===== config.mk =====
export PLATFORM = sky130hd
export DESIGN_NAME = mem_access_unit
export DESIGN_NICKNAME = d
export VERILOG_FILES = /design/src/rtl/mem_access_unit_pkg.sv /design/src/rtl/mem_access_unit_load_extender.sv /design/src/rtl/mem_access_unit.sv
export SDC_FILE = /design/constraint.sdc
export NUM_CORES = 1
export LEC_CHECK = 0
export ABC_CLOCK_PERIOD_IN_PS = 3300
export BUFFER_PORTS_ARGS = -buffer_cell sky130_fd_sc_hd__buf_4
export CAP_MARGIN = 20
export CORE_MARGIN = 3
export CORE_UTILIZATION = 49
export CTS_CLUSTER_DIAMETER = 200
export CTS_CLUSTER_SIZE = 12
export DETAILED_ROUTE_END_ITERATION = 16
export PLACE_DENSITY = 0.8
export SLEW_MARGIN = 20
export SYNTH_ARGS = -nofsm -noshare
export SYNTH_HDL_FRONTEND = slang
export SYNTH_SLANG_ARGS = --single-unit

===== constraint.sdc =====
create_clock -name clk -period 3.3 [get_ports clk]
set_input_delay 0.165 -clock clk [delete_from_list [all_inputs] [get_ports clk]]
set_output_delay 0.165 -clock clk [all_outputs]
set_load 0.005 [all_outputs]

===== src/rtl/mem_access_unit_pkg.sv =====
// Shared encodings for the MEM-stage load/store engine: store/load type codes,
// FSM states and helpers for alignment checking and byte-strobe forming.
package mem_access_unit_pkg;

  typedef enum logic [1:0] {
    ST_IDLE = 2'd0,
    ST_REQ  = 2'd1,
    ST_DONE = 2'd2
  } state_t;

  localparam logic [1:0] MEM_SB   = 2'b00;
  localparam logic [1:0] MEM_SH   = 2'b01;
  localparam logic [1:0] MEM_SW   = 2'b10;
  localparam logic [1:0] MEM_NONE = 2'b11;

  localparam logic [2:0] MEM_LB  = 3'b000;
  localparam logic [2:0] MEM_LH  = 3'b001;
  localparam logic [2:0] MEM_LW  = 3'b010;
  localparam logic [2:0] MEM_LBU = 3'b011;
  localparam logic [2:0] MEM_LHU = 3'b100;
  localparam logic [2:0] MEM_RAW = 3'b111;

  // Halfwords need even addresses; words (and raw/undefined loads) need word alignment.
  function automatic logic is_misaligned(input logic is_store, input logic [1:0] store_type,
                                         input logic [2:0] load_type, input logic [1:0] offset);
    logic bad;
    bad = 1'b0;
    if (is_store) begin
      case (store_type)
        MEM_SH:  bad = offset[0];
        MEM_SW:  bad = (offset != 2'b00);
        default: bad = 1'b0;
      endcase
    end else begin
      case (load_type)
        MEM_LB, MEM_LBU: bad = 1'b0;
        MEM_LH, MEM_LHU: bad = offset[0];
        default:         bad = (offset != 2'b00);
      endcase
    end
    return bad;
  endfunction

  // Byte enables for a store of the given width at the given byte offset.
  function automatic logic [3:0] store_strobe(input logic [1:0] store_type, input logic [1:0] offset);
    logic [3:0] strb;
    case (store_type)
      MEM_SB:  strb = 4'b0001 << offset;
      MEM_SH:  strb = offset[1] ? 4'b1100 : 4'b0011;
      MEM_SW:  strb = 4'b1111;
      default: strb = 4'b0000;
    endcase
    return strb;
  endfunction

endpackage


===== src/rtl/mem_access_unit_load_extender.sv =====
// Combinational load lane select and sign/zero extension; usable by forwarding logic too.
module load_extender
  import mem_access_unit_pkg::*;
(
  input  logic [31:0] rdata,
  input  logic [1:0]  offset,
  input  logic [2:0]  load_type,
  output logic [31:0] data
);

  logic [7:0]  byte_sel;
  logic [15:0] half_sel;

  // Pick the addressed lane, then extend according to the load type.
  always_comb begin
    byte_sel = rdata[{offset, 3'b000} +: 8];
    half_sel = offset[1] ? rdata[31:16] : rdata[15:0];
    case (load_type)
      MEM_LB:  data = {{24{byte_sel[7]}}, byte_sel};
      MEM_LH:  data = {{16{half_sel[15]}}, half_sel};
      MEM_LBU: data = {24'h000000, byte_sel};
      MEM_LHU: data = {16'h0000, half_sel};
      default: data = rdata;
    endcase
  end

endmodule


===== src/rtl/mem_access_unit.sv =====
// MEM-stage load/store engine: single-outstanding valid/ready bus master with
// store forming, load extension, misalignment drop and optional bus timeout.
module mem_access_unit
  import mem_access_unit_pkg::*;
#(
  parameter int TIMEOUT_CYCLES = 0
) (
  input  logic        clk,
  input  logic        rst,
  input  logic        req_valid,
  input  logic        mem_write,
  input  logic        wb_load,
  input  logic [1:0]  mem_store_type,
  input  logic [2:0]  mem_load_type,
  input  logic [31:0] addr,
  input  logic [31:0] store_data,
  output logic        bus_req,
  output logic        bus_we,
  output logic [31:0] bus_addr,
  output logic [3:0]  bus_wstrb,
  output logic [31:0] bus_wdata,
  input  logic        bus_ready,
  input  logic [31:0] bus_rdata,
  output logic        mem_stall,
  output logic [31:0] load_data,
  output logic        load_valid,
  output logic        misaligned,
  output logic        bus_err
);

  localparam int CNT_W   = (TIMEOUT_CYCLES > 0) ? $clog2(TIMEOUT_CYCLES + 1) : 1;
  localparam int CNT_MAX = (TIMEOUT_CYCLES > 0) ? TIMEOUT_CYCLES : 1;

  state_t             state, state_next;
  logic               store_en, access, bad_align, accept, timeout_hit;
  logic               lat_load, err_flag;
  logic [1:0]         lat_off;
  logic [2:0]         lat_type;
  logic [CNT_W-1:0]   cnt;
  logic [31:0]        ext_data;
  logic [31:0]        wdata_form;

  // A store with a real width wins over a simultaneous load.
  assign store_en    = mem_write & (mem_store_type != MEM_NONE);
  assign access      = req_valid & (store_en | wb_load);
  assign bad_align   = is_misaligned(store_en, mem_store_type, mem_load_type, addr[1:0]);
  assign accept      = (state == ST_IDLE) & access & ~bad_align;
  assign timeout_hit = (TIMEOUT_CYCLES > 0) && (state == ST_REQ) && !bus_ready &&
                       (cnt == CNT_W'(TIMEOUT_CYCLES - 1));

  // Lane-replicated write data for the requested store width.
  always_comb begin
    case (mem_store_type)
      MEM_SB:  wdata_form = {4{store_data[7:0]}};
      MEM_SH:  wdata_form = {2{store_data[15:0]}};
      default: wdata_form = store_data;
    endcase
  end

  load_extender u_load_extender (
    .rdata     (bus_rdata),
    .offset    (lat_off),
    .load_type (lat_type),
    .data      (ext_data)
  );

  // State register.
  always_ff @(posedge clk or posedge rst) begin
    if (rst) state <= ST_IDLE;
    else     state <= state_next;
  end

  // Next-state logic: accept in IDLE, wait in REQ, always leave DONE.
  always_comb begin
    state_next = state;
    case (state)
      ST_IDLE: if (accept) state_next = ST_REQ;
      ST_REQ:  if (bus_ready || timeout_hit) state_next = ST_DONE;
      default: state_next = ST_IDLE;
    endcase
  end

  // Per-state outputs; the stall is forced low while reset is applied.
  always_comb begin
    bus_req    = (state == ST_REQ);
    mem_stall  = ~rst & (accept | (state == ST_REQ));
    load_valid = (state == ST_DONE) & lat_load;
    bus_err    = (state == ST_DONE) & err_flag;
  end

  // Latch the access on acceptance and keep it stable while the request is up.
  always_ff @(posedge clk or posedge rst) begin
    if (rst) begin
      bus_we    <= 1'b0;
      bus_addr  <= 32'h0;
      bus_wstrb <= 4'h0;
      bus_wdata <= 32'h0;
      lat_load  <= 1'b0;
      lat_off   <= 2'b00;
      lat_type  <= 3'b000;
    end else if (accept) begin
      bus_we    <= store_en;
      bus_addr  <= {addr[31:2], 2'b00};
      bus_wstrb <= store_en ? store_strobe(mem_store_type, addr[1:0]) : 4'b0000;
      bus_wdata <= store_en ? wdata_form : 32'h0;
      lat_load  <= ~store_en;
      lat_off   <= addr[1:0];
      lat_type  <= mem_load_type;
    end
  end

  // Timeout counter, completion data, error flag and misalignment pulse.
  always_ff @(posedge clk or posedge rst) begin
    if (rst) begin
      cnt        <= '0;
      load_data  <= 32'h0;
      err_flag   <= 1'b0;
      misaligned <= 1'b0;
    end else begin
      if (accept)
        cnt <= '0;
      else if (state == ST_REQ && cnt != CNT_W'(CNT_MAX))
        cnt <= cnt + 1'b1;
      if (state == ST_REQ && bus_ready && lat_load)
        load_data <= ext_data;
      else if (timeout_hit)
        load_data <= 32'h0;
      err_flag   <= timeout_hit;
      misaligned <= (state == ST_IDLE) & access & bad_align;
    end
  end

endmodule

==> flow_summary.json, run 1 <==
{
  "initial_cell_density_of_the_core": 0.516,
  "commonest_register_cell_after_synthesis": "sky130_fd_sc_hd__dfrtp_1",
  "layout_setup_ws_ns": 0.981,
  "yosys-top-cells-count": "sky130_fd_sc_hd__dfrtp_1 (108), sky130_fd_sc_hd__a21oi_1 (53), sky130_fd_sc_hd__nand2_1 (37)",
  "cts_root_buffer": "sky130_fd_sc_hd__clkbuf_8",
  "final_nets": 807,
  "syn-instance-count": 488,
  "post_synth.cell_area_avg_um2": 11.2,
  "num_antenna_cells": 0,
  "portBuffers": 209,
  "cts_max_path_buffers": 2,
  "placement_rows": 37,
  "async_reset_ff_frac": 1.00,
  "gp_routability_congestion": 0.853,
  "via_density": 5.76,
  "worst_hold_slack_after_final_layout_ns": -0.0643,
  "crit_path_start_kind": "flip-flop",
  "p_per_area_nw_per_um2": 717,
  "finalWirelength_mm": 15.8,
  "grt_max_degree": 90,
  "timing_hold_violations_final": 87,
  "grt_setup_unrepaired": "no",
  "peakVddDrop_mv": 0.385,
  "timing.clock.skew_ns": 0.0106,
  "timing.critical_path.arrival_ns": 2.59,
  "netlist_top_cells_area": "sky130_fd_sc_hd__dfrtp_1 (49%), sky130_fd_sc_hd__mux2_4 (8.2%), sky130_fd_sc_hd__a21oi_1 (4.9%)",
  "cap_violations": 0,
  "final_period_minus_worst_setup_slack_ns": 2.32,
  "grt_first_pass_wirelength_mm": 25.2,
  "timing.critical_path.to_type": "flip-flop",
  "detailed_place_hpwl_mm": 11.4,
  "postRouteAntennaNets": 0,
  "r2r_slack_ns": 0.98,
  "status": "finished, violations left",
  "warnings_synthesis": 0,
  "mappedNetlistArea_um2": 5470,
  "clk_pin_slew_worst_paths_ns": 0.11,
  "cts_num_sinks": 108,
  "synth.ff_latch_count": 108,
  "yosysTopAreaCellShare": 0.494,
  "fmax_mhz": 431,
  "final_max_slew_viol_count": 0,
  "groute.usage.overall": 0.248,
  "preCtsSetupSlack_ns": 0.763,
  "grt_pass1_vias": 4751,
  "area_of_the_die_um2": 12500,
  "num_vias": 4816,
  "drt_pre_antenna_iters": 4,
  "fin_crit_sh": 0.703,
  "yosys.cell_count.top_type": "sky130_fd_sc_hd__dfrtp_1",
  "synth_seq_area_share": 0.494,
  "detail_route.iter0.violations": 397,
  "clk_latency_ns": 0.38,
  "ys_types": 53,
  "report.power.total_mw": 5.34,
  "setup_viol": 0,
  "timing_worst_setup_path_type": "flip-flop to flip-flop",
  "tns_setup_ns": 0,
  "max-slew-margin-rel": 0.312,
  "violated_checks": "negative hold slack",
  "design.core.area_um2": 10600,
  "die_width_um": 112,
  "htree_levels": 3,
  "overflow": 0,
  "critical_path_fanouts_max": 17,
  "areaGrowthSynthToFinish_pct": 36.2,
  "average_wire_length_per_cell_after_detail_routing_um": 18.9,
  "number_of_ports_placed_on_the_die_boundary": 213,
  "post-route-drc-count": 0,
  "tritoncts.num_buffers": 9,
  "synth.largest_area_cell": "sky130_fd_sc_hd__dfrtp_1",
  "worstMarginPinSlew_ns": 1.03,
  "count_of_instances_resized_after_the_clock_tree_is_built": 0,
  "cts_tree": "yes",
  "number_of_synthesized_flops_with_an_enable_pin": 0,
  "drive_above_1_share": 0.416,
  "die_y_um": 112,
  "cellLeakagePower_nw": 3.64,
  "min_path_type": "input pin to asynchronous set/reset pin",
  "antenna_found_initial": 0,
  "required_ns": 3.57
}
[cells by family after synthesis]
group	share of synthesized area
adder cells (fa/ha/maj)	0.0112
buffers and inverters	0.0467
AO/OA/AOI/OAI	0.210
other	0.000686
flip-flops	0.494
XOR/XNOR	0.00320
multiplexers	0.136
AND/OR/NAND/NOR	0.0979
[through the flow]
| stage | util | instance area (um^2) | hold WS, ns | cells |
|---|---|---|---|---|
| 4_1_cts | 0.698 | 7400 | 0.0000427 | 832 |
| 3_3_place_gp | 0.668 | 7090 | 0.380 | 806 |
| 2_1_floorplan | - | 5480 | 0.274 | 490 |
| 3_5_place_dp | 0.668 | 7090 | 0.401 | 806 |
| 5_1_grt | 0.702 | 7450 | 0.00155 | 836 |
| 6_report | 0.702 | 7450 | -0.0643 | 836 |
[layout by cell type (no fill, tap or decap), types with 9 or more instances in the layout]
cell,n
sky130_fd_sc_hd__buf_4,216
sky130_fd_sc_hd__dfrtp_1,108
sky130_fd_sc_hd__a21oi_1,53
sky130_fd_sc_hd__nand2_1,37
sky130_fd_sc_hd__nor2_1,34
sky130_fd_sc_hd__mux2_4,30
sky130_fd_sc_hd__o2bb2ai_1,26
sky130_fd_sc_hd__a22o_1,18
sky130_fd_sc_hd__nor3_1,17
sky130_fd_sc_hd__dlygate4sd3_1,15
sky130_fd_sc_hd__mux2_2,14
sky130_fd_sc_hd__inv_1,13
sky130_fd_sc_hd__o21bai_1,9
sky130_fd_sc_hd__mux2i_1,9
sky130_fd_sc_hd__clkbuf_8,9
[cell type report]
class | instances | area, um^2
multi-input combinational | 331 | 2520
timing repair buffer | 232 | 1790
clock inverter | 6 | 83.8
sequential | 108 | 2700
clock buffer | 9 | 124
fill | 800 | 3150
inverter | 14 | 57.6
tap | 136 | 170
[what timing repair did]
item                                    4_1_cts  5_1_grt
endpoints found under the setup margin        0        0
hold endpoints to repair                     11        4
buffers inserted                              0        0
hold buffers                                 11        4
[final timing paths]
path | from | endpoint | depth (start not counted)
max | lat_type[0] | load_data[2] | 4
min | rst | misaligned | 2
max reg2reg | lat_type[0] | load_data[2] | 4
min reg2reg | bus_wdata[25] | bus_wdata[25] | 1
max in group asynchronous | rst | load_data[8] | 3
min in group clk | addr[28] | bus_addr[28] | 2
[state kept, by name, summed over array words and instances, names as in the netlist]
signal	count
misaligned	1
bus_we	1
load_data	32
bus_wstrb	4
lat_off	2
bus_addr	30
lat_load	1
lat_type	3
state	2
bus_wdata	32
[power by group]
part | switching, mW | internal, mW
Clock | 0.491 | 0.364
Sequential | 0.364 | 1.81
Combinational | 1.00 | 1.31
[metal layers]
layer	up-vias	GRT usage	wire, um
li1	2209	-	-
met1	2368	0.333	6630
met2	220	0.406	7760
met3	19	0.0587	1210
met4	0	0.0665	230
met5	-	0	0
[worst max-delay path: stages (launching register included)]
cell	delay (ns)
sky130_fd_sc_hd__dfrtp_1	0.65
sky130_fd_sc_hd__mux2i_4	0.62
sky130_fd_sc_hd__nand2_1	0.31
sky130_fd_sc_hd__a221o_1	0.42
sky130_fd_sc_hd__a32o_1	0.22
No activity file was read; power rests on OpenSTA's default activity.
==> inputs of run 2 (changes only) <==
--- a/config.mk
+++ b/config.mk
@@ -5,7 +5,7 @@
 export SDC_FILE = /design/constraint.sdc
 export NUM_CORES = 1
 export LEC_CHECK = 0
-export ABC_CLOCK_PERIOD_IN_PS = 3300
+export ABC_CLOCK_PERIOD_IN_PS = 2300
 export BUFFER_PORTS_ARGS = -buffer_cell sky130_fd_sc_hd__buf_4
 export CAP_MARGIN = 20
 export CORE_MARGIN = 3
==> constraint.sdc (replaced) <==
create_clock -name clk -period 2.3 [get_ports clk]
set_input_delay 0.115 -clock clk [delete_from_list [all_inputs] [get_ports clk]]
set_output_delay 0.115 -clock clk [all_outputs]
set_load 0.005 [all_outputs]
==> flow_summary.json, run 2 (synthesized netlist as in run 1, its figures left out) <==
{
  "cts_setup_buffers": 0,
  "timing_worst_setup_path_type": "input pin to output port",
  "die_width_um": 112,
  "critical_path.n_buffers_inverters": 3,
  "status": "finished, final reports clean",
  "finalWirelength_mm": 16.9,
  "average_wire_length_per_cell_after_detail_routing_um": 19.1,
  "antenna_found_initial": 0,
  "layout_setup_ws_ns": 0.250,
  "crit_path_top_cell_by_count": "sky130_fd_sc_hd__buf_4",
  "final_cell_area_um2": 7900,
  "preCtsSetupSlack_ns": 0.309,
  "clk_latency_ns": 0.38,
  "fmax_mhz": 488,
  "required_ns": 2.18,
  "post-route-drc-count": 0,
  "crit_path_start_kind": "input pin",
  "drive_above_1_share": 0.399,
  "cts_max_path_buffers": 2,
  "peakVddDrop_mv": 0.522,
  "startpoint_of_the_worst_slack_reg_to_reg_timing_path": "lat_type[0]",
  "detail_route.iter0.violations": 377,
  "groute.usage.overall": 0.268,
  "via_density": 5.77,
  "final_core_util": 0.745,
  "tritoncts.num_buffers": 9,
  "initial_cell_density_of_the_core": 0.516,
  "launch_instance_of_the_worst_min_delay_path": "store_data[22]",
  "design.core.area_um2": 10600,
  "p_per_area_nw_per_um2": 984,
  "setup.worst_path.start": "mem_load_type[0]",
  "area_of_the_die_um2": 12500,
  "drt_pre_antenna_iters": 5,
  "grt_setup_unrepaired": "no",
  "timing_hold_violations_final": 0,
  "fin_crit_sh": 0.891,
  "cts_tree": "yes",
  "tns_setup_ns": 0,
  "timing.critical_path.arrival_ns": 1.94,
  "placement_rows": 37,
  "fill_cells": 738,
  "largestRegisters": "bus_wdata (32), load_data (32), bus_addr (30)",
  "cellLeakagePower_nw": 3.84,
  "gp_routability_congestion": 0.901,
  "crit_family": "buffers and inverters",
  "max-slew-margin-rel": 0.474,
  "path_cells": "dlygate4sd3_1 -> buf_4 -> maj3_2 -> o221ai_2 -> o211ai_4 -> a21oi_1 -> buf_4",
  "final_period_minus_worst_setup_slack_ns": 2.05,
  "postPlaceCellArea_um2": 7150,
  "cts_num_sinks": 108,
  "areaGrowthSynthToFinish_pct": 44.4,
  "number_of_ports_placed_on_the_die_boundary": 213,
  "detailed_place_hpwl_mm": 11.9,
  "timing.clock.skew_ns": 0.0170,
  "num_antenna_cells": 0,
  "htree_levels": 3,
  "die_y_um": 112,
  "min_path_type": "input pin to flip-flop",
  "grt_pass1_vias": 5277,
  "critical_path_fanouts_max": 12,
  "worstMarginPinSlew_ns": 0.789,
  "layout_common_cells": "sky130_fd_sc_hd__buf_4 (224), sky130_fd_sc_hd__dfrtp_1 (108), sky130_fd_sc_hd__dlygate4sd3_1 (55), sky130_fd_sc_hd__a21oi_1 (53), sky130_fd_sc_hd__nand2_1 (37)",
  "most_common_cell_after_layout_fill_and_taps_aside": "sky130_fd_sc_hd__buf_4",
  "setup_viol": 0,
  "grt_max_degree": 63,
  "worst_hold_slack_after_final_layout_ns": 0.00434,
  "final_nets": 855,
  "count_of_instances_resized_after_the_clock_tree_is_built": 0,
  "holdBufCountCts": 51,
  "num_vias": 5109,
  "portBuffers": 209,
  "final_max_slew_viol_count": 0,
  "postRouteAntennaNets": 0,
  "cts_root_buffer": "sky130_fd_sc_hd__clkbuf_8",
  "cap_violations": 0,
  "critPathMaxStageDelay_ns": 0.54,
  "cpMaxStageDelayCell": "sky130_fd_sc_hd__dlygate4sd3_1",
  "timing.critical_path.to_type": "output port",
  "overflow": 0,
  "clk_pin_slew_worst_paths_ns": 0.12,
  "grt_first_pass_wirelength_mm": 27.2
}
run 2: changes by cell type in the layout (fill, tap and decap cells not counted), sizes merged:
cell	change
buf	+8
clkbuf	+1
clkinv	-1
clkinvlp	+2
dlygate4sd3	+40
inv	-1
run 2: worst paths after layout:
| path | endpoint | slack, ns | cells past startpoint |
|---|---|---|---|
| max | mem_stall | 0.25 | 7 |
| min | bus_wdata[22] | 0.004 | 3 |
| max reg2reg | load_data[6] | 0.27 | 4 |
| min reg2reg | load_data[7] | 0.50 | 2 |
| max in group asynchronous | bus_wdata[24] | 1.21 | 4 |
| min in group asynchronous | state[1] | 0.49 | 4 |
run 2: cell type report:
class | count | area (um^2) | share of cell area
flip-flops and latches | 108 | 2700 | 0.342
multi-input cells | 331 | 2520 | 0.319
repair buffers | 280 | 2250 | 0.285
well taps | 136 | 170 | 0.0215
clock buffers | 10 | 128 | 0.0162
clock inverters | 6 | 71.3 | 0.00903
inverters | 14 | 56.3 | 0.00713
run 2: routing by layer:
metal  track usage  vias to the layer above  part of all wire
li1              -                     2291                 -
met1         0.349                     2476              0.40
met2         0.435                      297              0.48
met3        0.0630                       45             0.089
met4         0.103                        0             0.031
met5             0                        -                 0
run 2: worst min-delay path: stages:
cell and delay [ns]:
sky130_fd_sc_hd__buf_4 0.08, sky130_fd_sc_hd__mux2i_1 0.05, sky130_fd_sc_hd__o2bb2ai_1 0.12
run 2: power breakdown:
group	internal [mW]	total [mW]	switching, mW
Combinational	1.95	3.43	1.48
Clock	0.517	1.22	0.699
Sequential	2.60	3.12	0.528
Total	5.07	7.77	2.71
run 2: metrics by stage:
stage	power, mW	instances
after floorplan	4.81	490
after global routing	8.24	885
after global placement	6.36	814
after CTS	7.77	881
after detailed placement	6.49	814
final	7.77	885
==> inputs of run 3 (changes only) <==
--- a/config.mk
+++ b/config.mk
@@ -5,7 +5,7 @@
 export SDC_FILE = /design/constraint.sdc
 export NUM_CORES = 1
 export LEC_CHECK = 0
-export ABC_CLOCK_PERIOD_IN_PS = 2300
+export ABC_CLOCK_PERIOD_IN_PS = 1900
 export BUFFER_PORTS_ARGS = -buffer_cell sky130_fd_sc_hd__buf_4
 export CAP_MARGIN = 20
 export CORE_MARGIN = 3
==> constraint.sdc (replaced) <==
create_clock -name clk -period 1.9 [get_ports clk]
set_input_delay 0.095 -clock clk [delete_from_list [all_inputs] [get_ports clk]]
set_output_delay 0.095 -clock clk [all_outputs]
set_load 0.005 [all_outputs]
==> flow_summary.json, run 3 (synthesized netlist as in run 1, its figures left out) <==
{
  "fin_crit_sh": 0.963,
  "timing_hold_violations_final": 0,
  "met2_usage": 0.456,
  "final_max_slew_viol_count": 0,
  "crit_family": "compound AO/OA/AOI/OAI gates",
  "grt_pass1_vias": 5373,
  "drt_pre_antenna_iters": 6,
  "via_density": 5.72,
  "critPathMaxStageDelay_ns": 0.42,
  "initial_cell_density_of_the_core": 0.516,
  "final_nets": 885,
  "detailed_place_hpwl_mm": 11.7,
  "worstMarginPinSlew_ns": 0.618,
  "cts_tree": "yes",
  "min_path_type": "input pin to flip-flop",
  "htree_levels": 3,
  "placedCellCount": 824,
  "critical_path.n_buffers_inverters": 2,
  "tritoncts.num_buffers": 9,
  "peakVddDrop_mv": 0.624,
  "clk_latency_ns": 0.37,
  "area_of_the_die_um2": 12500,
  "portBuffers": 209,
  "required_ns": 1.80,
  "placement_rows": 37,
  "cts_max_path_buffers": 2,
  "grt_busiest_layer": "met2",
  "setup_viol": 0,
  "global_route.usage.met3": 0.0533,
  "max-slew-margin-rel": 0.587,
  "cts_num_sinks": 108,
  "layout_setup_ws_ns": 0.0709,
  "num_vias": 5240,
  "timing.clock.skew_ns": 0.00993,
  "average_wire_length_per_cell_after_detail_routing_um": 19.1,
  "cpMaxStageDelayCell": "sky130_fd_sc_hd__dfrtp_1",
  "die_width_um": 112,
  "grt_first_pass_wirelength_mm": 27.8,
  "status": "finished, final reports clean",
  "final_cell_count_no_fill": 916,
  "largestRegisters": "bus_wdata (32), load_data (32), bus_addr (30)",
  "final_core_util": 0.778,
  "antenna_found_initial": 0,
  "critical_path_fanouts_max": 5,
  "gp_routability_congestion": 0.875,
  "postRouteAntennaNets": 0,
  "number_of_ports_placed_on_the_die_boundary": 213,
  "crit_path_start_kind": "flip-flop",
  "areaGrowthSynthToFinish_pct": 50.9,
  "path_cells": "nor2_2 -> o211a_4 -> o211ai_4 -> buf_12 -> a21oi_2 -> buf_4",
  "postPlaceCellArea_um2": 7250,
  "p_per_area_nw_per_um2": 1160,
  "cap_violations": 0,
  "design.core.area_um2": 10600,
  "layout_common_cells": "sky130_fd_sc_hd__buf_4 (235), sky130_fd_sc_hd__dfrtp_1 (107), sky130_fd_sc_hd__dlygate4sd3_1 (69), sky130_fd_sc_hd__a21oi_1 (52), sky130_fd_sc_hd__nand2_1 (37)",
  "clk_pin_slew_worst_paths_ns": 0.12,
  "die_y_um": 112,
  "globalRouteMet1Util": 0.354,
  "final_cell_area_um2": 8250,
  "most_common_cell_after_layout_fill_and_taps_aside": "sky130_fd_sc_hd__buf_4",
  "grt_max_degree": 46,
  "timing.critical_path.arrival_ns": 1.73,
  "groute.usage.overall": 0.277,
  "timing_worst_setup_path_type": "flip-flop to output port",
  "post-route-drc-count": 0,
  "cts_root_buffer": "sky130_fd_sc_hd__clkbuf_8",
  "detail_route.iter0.violations": 450,
  "finalWirelength_mm": 17.5,
  "overflow": 0,
  "drive_above_1_share": 0.409,
  "final_period_minus_worst_setup_slack_ns": 1.83,
  "preCtsSetupSlack_ns": 0.00325,
  "cellLeakagePower_nw": 4.03,
  "timing.critical_path.to_type": "output port",
  "fmax_mhz": 547
}
run 3: cell count changes in the layout (fill, tap and decap cells not counted), sizes merged:
cell and delta:
inv +1, dlygate4sd3 +14, buf +14, bufbuf +2, diode +1, bufinv -1
run 3: layout make-up:
cell class	instances	area (um^2)
Antenna cell	1	2.50
Clock buffer	10	138
Clock inverter	6	53.8
Fill cell	709	2350
Inverter	14	56.3
Multi-Input combinational cell	331	2540
Sequential cell	108	2700
Tap cell	136	170
Timing Repair Buffer	310	2590
run 3: final timing paths:
check,start,to,slack (ns),depth (start not counted)
setup / recovery,state[1],mem_stall,0.07,6
hold / removal,store_data[19],bus_wdata[19],0.01,3
setup reg to reg,lat_type[0],load_data[2],0.11,5
hold reg to reg,load_data[3],load_data[3],0.51,1
max in group asynchronous,rst,lat_type[0],0.88,4
min in group asynchronous,rst,bus_addr[16],0.37,3
run 3: where the power goes:
group          internal (mW)  switching (mW)
Clock                  0.538           0.860
Combinational           2.55            1.86
Sequential              3.14           0.619
run 3: worst reg2reg max path: stages, from the launching register on:
cell and delay, ns:
sky130_fd_sc_hd__dfrtp_2 0.49, sky130_fd_sc_hd__buf_4 0.17, sky130_fd_sc_hd__xor2_1 0.20, sky130_fd_sc_hd__nor3b_4 0.41
sky130_fd_sc_hd__a211oi_1 0.15, sky130_fd_sc_hd__a32o_1 0.27
run 3: through the flow:
| step | power [mW] | hold WS, ns | TNS, ns |
|---|---|---|---|
| after floorplan | 5.82 | 0.204 | 0 |
| after global placement | 7.81 | 0.218 | 0 |
| after detailed placement | 7.94 | 0.225 | 0 |
| after CTS | 9.53 | 0.000498 | 0 |
| after global routing | 10.1 | 0.0144 | -0.0336 |
| final | 9.57 | 0.0115 | 0 |
run 3: timing repair:
action | in CTS | in global routing
gates cloned | 2 | 0
setup endpoints to repair | 2 | 16
hold buffers | 69 | 0
gates resized for setup | 2 | 4
hold endpoints to repair | 94 | 0
setup buffers | 3 | 1
pin swaps | 1 | 1
run 3: routing by layer:
layer | part of all wire | vias up | wire length (um)
li1 | - | 2362 | -
met1 | 0.39 | 2534 | 6840
met2 | 0.49 | 289 | 8660
met3 | 0.076 | 55 | 1330
met4 | 0.040 | 0 | 693
met5 | 0 | - | 0
